===== src/rtl/chacha_block_core_if.sv =====
// Host-side pin bundle of the ChaCha block engine: byte-wide load/read port plus start/done handshake.
interface chacha_block_core_if;
  logic [7:0] data_in;
  logic [5:0] addr_in;
  logic       write;
  logic       start;
  logic [7:0] data_out;
  logic       ready;
  logic       done;

  modport master (
    output data_in, addr_in, write, start,
    input  data_out, ready, done
  );

  modport slave (
    input  data_in, addr_in, write, start,
    output data_out, ready, done
  );
endinterface


===== src/rtl/chacha_block_core.sv =====
// ChaCha block engine: one quarter-round per clock over a 16x32 working array, final feed-forward add.
// Optional macro CHACHA_CTR_AUTOINC_EN bumps the block counter (word 12) after every block.
module chacha_block_core #(
  parameter int unsigned ROUNDS = 20
) (
  input logic          clk,
  input logic          rst,
  chacha_block_core_if.slave bus
);

  localparam int unsigned WORD_W  = 32;
  localparam int unsigned N_WORDS = 16;
  localparam int unsigned STEPS   = 4 * ROUNDS;
  localparam int unsigned STEP_W  = $clog2(STEPS);

  generate
    if ((ROUNDS != 8) && (ROUNDS != 12) && (ROUNDS != 20)) begin : g_bad_rounds
      $error("chacha_block_core: ROUNDS must be 8, 12 or 20");
    end
  endgenerate

  typedef enum logic [1:0] {
    IDLE  = 2'd0,
    ROUND = 2'd1,
    FINAL = 2'd2
  } state_t;

  state_t              state;
  state_t              state_nxt;
  logic [WORD_W-1:0]   in_state [N_WORDS];
  logic [WORD_W-1:0]   work     [N_WORDS];
  logic [WORD_W-1:0]   work_qr  [N_WORDS];
  logic [STEP_W-1:0]   step;
  logic                ready_q;
  logic                done_q;
  logic                last_step;

  logic [2:0]          q;
  logic [3:0]          ia, ib, ic, id;
  logic [WORD_W-1:0]   a0, b0, c0, d0;
  logic [WORD_W-1:0]   a1, b1, c1, d1;
  logic [WORD_W-1:0]   a2, b2, c2, d2;
  logic [WORD_W-1:0]   t16, t12, t8, t7;
  logic [WORD_W-1:0]   rd_word;

  assign q         = step[2:0];
  assign last_step = (step == STEP_W'(STEPS - 1));

  // Word selection: columns for q<4, diagonals (lanes rotated by 1/2/3) for q>=4
  always_comb begin
    ia = {2'b00, q[1:0]};
    ib = {2'b01, q[1:0]};
    ic = {2'b10, q[1:0]};
    id = {2'b11, q[1:0]};
    if (q[2]) begin
      ib = {2'b01, q[1:0] + 2'd1};
      ic = {2'b10, q[1:0] + 2'd2};
      id = {2'b11, q[1:0] + 2'd3};
    end
  end

  // One full quarter-round on the selected words
  always_comb begin
    a0  = work[ia];
    b0  = work[ib];
    c0  = work[ic];
    d0  = work[id];
    a1  = a0 + b0;
    t16 = d0 ^ a1;
    d1  = {t16[15:0], t16[31:16]};
    c1  = c0 + d1;
    t12 = b0 ^ c1;
    b1  = {t12[19:0], t12[31:20]};
    a2  = a1 + b1;
    t8  = d1 ^ a2;
    d2  = {t8[23:0], t8[31:24]};
    c2  = c1 + d2;
    t7  = b1 ^ c2;
    b2  = {t7[24:0], t7[31:25]};
  end

  always_comb begin
    for (int i = 0; i < N_WORDS; i++) begin
      work_qr[i] = work[i];
    end
    work_qr[ia] = a2;
    work_qr[ib] = b2;
    work_qr[ic] = c2;
    work_qr[id] = d2;
  end

  // State register
  always_ff @(posedge clk) begin
    if (rst) begin
      state <= IDLE;
    end else begin
      state <= state_nxt;
    end
  end

  // Next-state logic
  always_comb begin
    state_nxt = state;
    case (state)
      IDLE:    if (bus.start) state_nxt = ROUND;
      ROUND:   if (last_step) state_nxt = FINAL;
      FINAL:   state_nxt = IDLE;
      default: state_nxt = IDLE;
    endcase
  end

  // Handshake flags, registered from the FSM
  always_ff @(posedge clk) begin
    if (rst) begin
      ready_q <= 1'b1;
      done_q  <= 1'b0;
    end else begin
      ready_q <= (state_nxt == IDLE);
      done_q  <= (state == FINAL);
    end
  end

  // Input/working arrays and step counter; start beats a same-cycle write
  always_ff @(posedge clk) begin
    if (rst) begin
      for (int i = 0; i < N_WORDS; i++) begin
        in_state[i] <= '0;
        work[i]     <= '0;
      end
      step <= '0;
    end else begin
      case (state)
        IDLE: begin
          if (bus.start) begin
            for (int i = 0; i < N_WORDS; i++) begin
              work[i] <= in_state[i];
            end
            step <= '0;
          end else if (bus.write) begin
            in_state[bus.addr_in[5:2]][{bus.addr_in[1:0], 3'b000} +: 8] <= bus.data_in;
          end
        end
        ROUND: begin
          for (int i = 0; i < N_WORDS; i++) begin
            work[i] <= work_qr[i];
          end
          step <= step + STEP_W'(1);
        end
        FINAL: begin
          for (int i = 0; i < N_WORDS; i++) begin
            work[i] <= work[i] + in_state[i];
          end
`ifdef CHACHA_CTR_AUTOINC_EN
          in_state[12] <= in_state[12] + WORD_W'(1);
`else
`endif
        end
        default: begin
          step <= '0;
        end
      endcase
    end
  end

  // Combinational byte read, gated to zero while busy
  always_comb begin
    rd_word = work[bus.addr_in[5:2]];
  end

  assign bus.data_out = ready_q ? rd_word[{bus.addr_in[1:0], 3'b000} +: 8] : 8'h00;
  assign bus.ready    = ready_q;
  assign bus.done     = done_q;

endmodule


===== src/flat_wrapper.sv =====
// flat-port wrapper written by rule: the top's interface ports become plain ports
module chacha_block_core_flat 
#(
  parameter int unsigned ROUNDS = 20
)
  (clk, rst, bus_data_in, bus_addr_in, bus_write, bus_start, bus_data_out, bus_ready, bus_done);
  chacha_block_core_if bus_i ();
  input logic clk;
  input logic rst;
  input wire logic [$bits(bus_i.data_in)-1:0] bus_data_in;
  input wire logic [$bits(bus_i.addr_in)-1:0] bus_addr_in;
  input wire logic [$bits(bus_i.write)-1:0] bus_write;
  input wire logic [$bits(bus_i.start)-1:0] bus_start;
  output wire logic [$bits(bus_i.data_out)-1:0] bus_data_out;
  output wire logic [$bits(bus_i.ready)-1:0] bus_ready;
  output wire logic [$bits(bus_i.done)-1:0] bus_done;
  assign bus_i.data_in = bus_data_in;
  assign bus_i.addr_in = bus_addr_in;
  assign bus_i.write = bus_write;
  assign bus_i.start = bus_start;
  assign bus_data_out = bus_i.data_out;
  assign bus_ready = bus_i.ready;
  assign bus_done = bus_i.done;
  chacha_block_core #(.ROUNDS(ROUNDS)) u_core (.clk(clk), .rst(rst), .bus(bus_i));
endmodule

===== config.mk =====
export PLATFORM = sky130hd
export DESIGN_NAME = chacha_block_core_flat
export DESIGN_NICKNAME = d
export VERILOG_FILES = /design/src/rtl/chacha_block_core_if.sv /design/src/rtl/chacha_block_core.sv /design/src/flat_wrapper.sv
export SDC_FILE = /design/constraint.sdc
export NUM_CORES = 2
export LEC_CHECK = 0
export BUFFER_PORTS_ARGS = -buffer_cell sky130_fd_sc_hd__buf_2
export CORE_AREA = 2 2 425 427
export DETAILED_ROUTE_END_ITERATION = 6
export DIE_AREA = 0 0 427 429
export PLACE_DENSITY_LB_ADDON = 0.12
export SYNTH_ARGS = -nofsm -noshare
export SYNTH_HDL_FRONTEND = slang
export SYNTH_SLANG_ARGS = --single-unit

===== constraint.sdc =====
create_clock -name clk -period 19.49 [get_ports clk]
set_clock_uncertainty 0.2 [all_clocks]
set_input_delay 2.9235 -clock clk [delete_from_list [all_inputs] [get_ports clk]]
set_output_delay 2.9235 -clock clk [all_outputs]
set_load 0.005 [all_outputs]

==> results by group <==
Global route
  • Vias in the first global route: 65300
  • Global-route wire length before repair: 470000 um
  • GR Overflow Total: 0
  • Pin count of the biggest net entering global routing: 152
  • Initial antenna violation count: 31
  • Tot GR Track Use: 0.357

Setup path
  • FF-to-FF Start: u_core.step[0]
  • Worst stage delay on the critical path: 680 ps
  • CP Class: flip-flop to flip-flop
  • Buf+Inv Stages, Crit Path: 7
  • Critical path depth: 76
  • Crit. End Element: flip-flop
  • Critical Path End: u_core.work[6][6]
  • Setup crit start: u_core.step[0]
  • FF-to-FF path depth: 76
  • Critical path arrival: 19090 ps
  • Crit path max fanout: 11
  • Most used cell along the critical path: a21oi_1
  • Worst Setup Start Kind: flip-flop
  • CP delay by family, top: compound AO/OA/AOI/OAI gates
  • Reg-to-reg endpoint: u_core.work[6][6]
  • Reg2reg setup slack: 910 ps
  • Critical-path top delay cell: xnor2_1
  • WP data required: 20000 ps

STA
  • Final period utilization: 0.953
  • Pins Over Slew Limit: 3
  • Slew headroom: -0.0163
  • Final Worst Setup Slack: 912 ps
  • Final setup fails: 0
  • Hold Violations, Final: 0
  • Final Critical Period: 18580 ps
  • Slew @ Worst Pin: 1510 ps
  • Fmax: 0.0538 GHz

Drt
  • Initial DRC Count: 8525
  • Vias per cell: 6.68
  • Routed WL per cell: 32.4 um
  • DR vias: 68800
  • Final wirelength: 334000 um
  • 1st-pass router iterations: 7
  • Antenna viol nets, final: 0
  • Drc violations: 0

Placement
  • HPWL after DPL: 253000 um
  • PortBufs: 27
  • GP Congestion: 1.14
  • Dpl ws: 287 ps

Finish
  • Layout fillers: 16300
  • Area Growth Syn to Fin: 9.67%
  • Nets: 8493
  • Layout cell share with drive strength beyond 1: 0.0989
  • Area of the multi-input gates: 0.0468 mm2
  • Register area: 0.0310 mm2

Worst hold path
  • Hold Crit Class: flip-flop to flip-flop
  • Hold depth: 2

Clocking
  • CTS Buf Count: 132
  • Clock sinks: 1037
  • CTS HTree Levels: 4
  • Worst skew pair latency: 850 ps
  • Max clock buf depth: 3
  • Worst-path clk slew: 60 ps
  • Clock root buffer: clkbuf_16
  • CTS tree: built

Die
  • Die area: 0.183 mm2
  • Ports: 28
  • Core area: 0.178 mm2
  • Die Y: 429 um
  • Initial Utilization: 0.449
  • Die width: 427 um
  • Site Rows: 155

Logic synthesis
  • Yosys top cell area share: 0.385
  • Gate Count Post-Synth: 7866
  • Post-synthesis async set-or-reset flop share: 0
  • Warnings, synthesis: 0
  • Synth area leaders: edfxtp_1, ha_1, mux4_2
  • Synth cell types: 102
  • Sequential area share after synthesis: 0.388
  • Number of flops mapped to enable cells by yosys: 1024
  • Synth cell count leaders: edfxtp_1, nor2_1, ha_1
  • Post-synthesis net count: 8527
  • Count of state elements after synthesis: 1037
  • Synth Flop Type: edfxtp_1
  • Synthesized cell area: 0.0799 mm2
  • Syn avg cell area: 10.2 um2
  • Most common cell in the synthesized netlist: edfxtp_1
  • Largest area contributor in the netlist: edfxtp_1

Run status
  • Failing checks: capacitance limit, slew limit
  • Status: finished, violations left

Flow run
  • Max Cap Viol: 1
==> routing by layer <==
layer / wire [um] / track usage / up-vias / share of wire
li1: - / - / 29800 / -
met1: 131000 / 0.466 / 34600 / 0.39
met2: 149000 / 0.550 / 3651 / 0.45
met3: 32600 / 0.0759 / 772 / 0.097
met4: 21700 / 0.203 / 18 / 0.065
met5: 152 / 0 / - / 0.00045
==> metrics by stage <==
| step | TNS [ps] | hold WS (ps) | util | std cells | area [um2] |
|---|---|---|---|---|---|
| floorplan | 0 | 266 | - | 7866 | 79900 |
| global placement | 0 | 303 | 0.467 | 10100 | 83200 |
| detailed placement | 0 | 314 | 0.468 | 10100 | 83200 |
| CTS | 0 | 324 | 0.491 | 10300 | 87400 |
| global route | -6.73 | 371 | 0.492 | 10300 | 87600 |
| finish | 0 | 342 | 0.492 | 10300 | 87700 |
==> how the worst min path moves through the flow <==
stage	slack, ps	start	end
final	340	u_core.step[3]	u_core.step[3]
after global routing	370	u_core.step[3]	u_core.step[3]
after CTS	320	u_core.step[3]	u_core.step[3]
after detailed placement	310	u_core.step[3]	u_core.step[3]
after global placement	300	u_core.step[3]	u_core.step[3]
after floorplan	270	u_core.step[3]	u_core.step[3]
==> cells in the final DEF, fill, tap and decap left out, types with 28 or more instances in the layout <==
cell type  Yosys  final
nand3_1      102    102
inv_1        346    344
mux4_2       292    292
o22ai_1       88     88
a21boi_0      74     72
o21bai_1      84     83
a31oi_1       28     28
and3_1        51     51
or3_1         48     48
o21ai_0      461    459
o21a_1        56     56
clkinv_1       0     36
nand2b_1     135    135
mux2i_1      111    111
a21oi_1      580    577
a21o_1       123    122
nand2_1      481    477
a211oi_1     104    102
xnor2_1      437    416
o221ai_1      29     29
clkbuf_1     298     32
ha_1         623    619
a221oi_1     124    123
a22oi_1      201    201
xor2_1       212    207
buf_4          4    152
o211ai_1      78     78
nor2_1      1008    996
nor3_1       145    131
nor2b_1       53     52
clkbuf_16      0    134
edfxtp_1    1024   1024
==> tightest hold or removal path: cells and delay by family (launching register included) <==
family          cells  cell delay [ps]
compound gates      2              160
flops               1              340
==> area by class of cell <==
cell class,instances,area share
Multi-Input combinational cell,6127,0.533
Antenna cell,10,0.000285
Inverter,348,0.0151
Clock buffer,166,0.0396
Timing Repair Buffer,186,0.0164
Clock inverter,71,0.00777
Sequential cell,1037,0.354
Tap cell,2355,0.0336
==> logic make-up after synthesis <==
| logic type | Yosys count | synth area share |
|---|---|---|
| AO/OA/AOI/OAI | 2265 | 0.185 |
| XOR/XNOR | 659 | 0.0737 |
| adder cells (fa/ha/maj) | 652 | 0.104 |
| buffers and inverters | 702 | 0.0334 |
| flip-flops | 1037 | 0.388 |
| multiplexers | 419 | 0.0984 |
| AND/OR/NAND/NOR | 2132 | 0.117 |
==> registers in the layout, indices dropped and copies added, names as in the netlist, named ones only <==
register          count
u_core.bus.ready      1
u_core.step           7
u_core.bus.done       1
u_core.in_state     512
u_core.state          2
u_core.work         512
==> timing repair <==
| action | in CTS | in global routing |
|---|---|---|
| hold buffers | 0 | 0 |
| gates resized for setup | 0 | 33 |
| setup endpoints to repair | 0 | 106 |
| setup buffers | 0 | 3 |
Power is left out: the tool's default activity adds up to more than one toggle a clock period on the data nets, which glitch-free logic cannot reach.
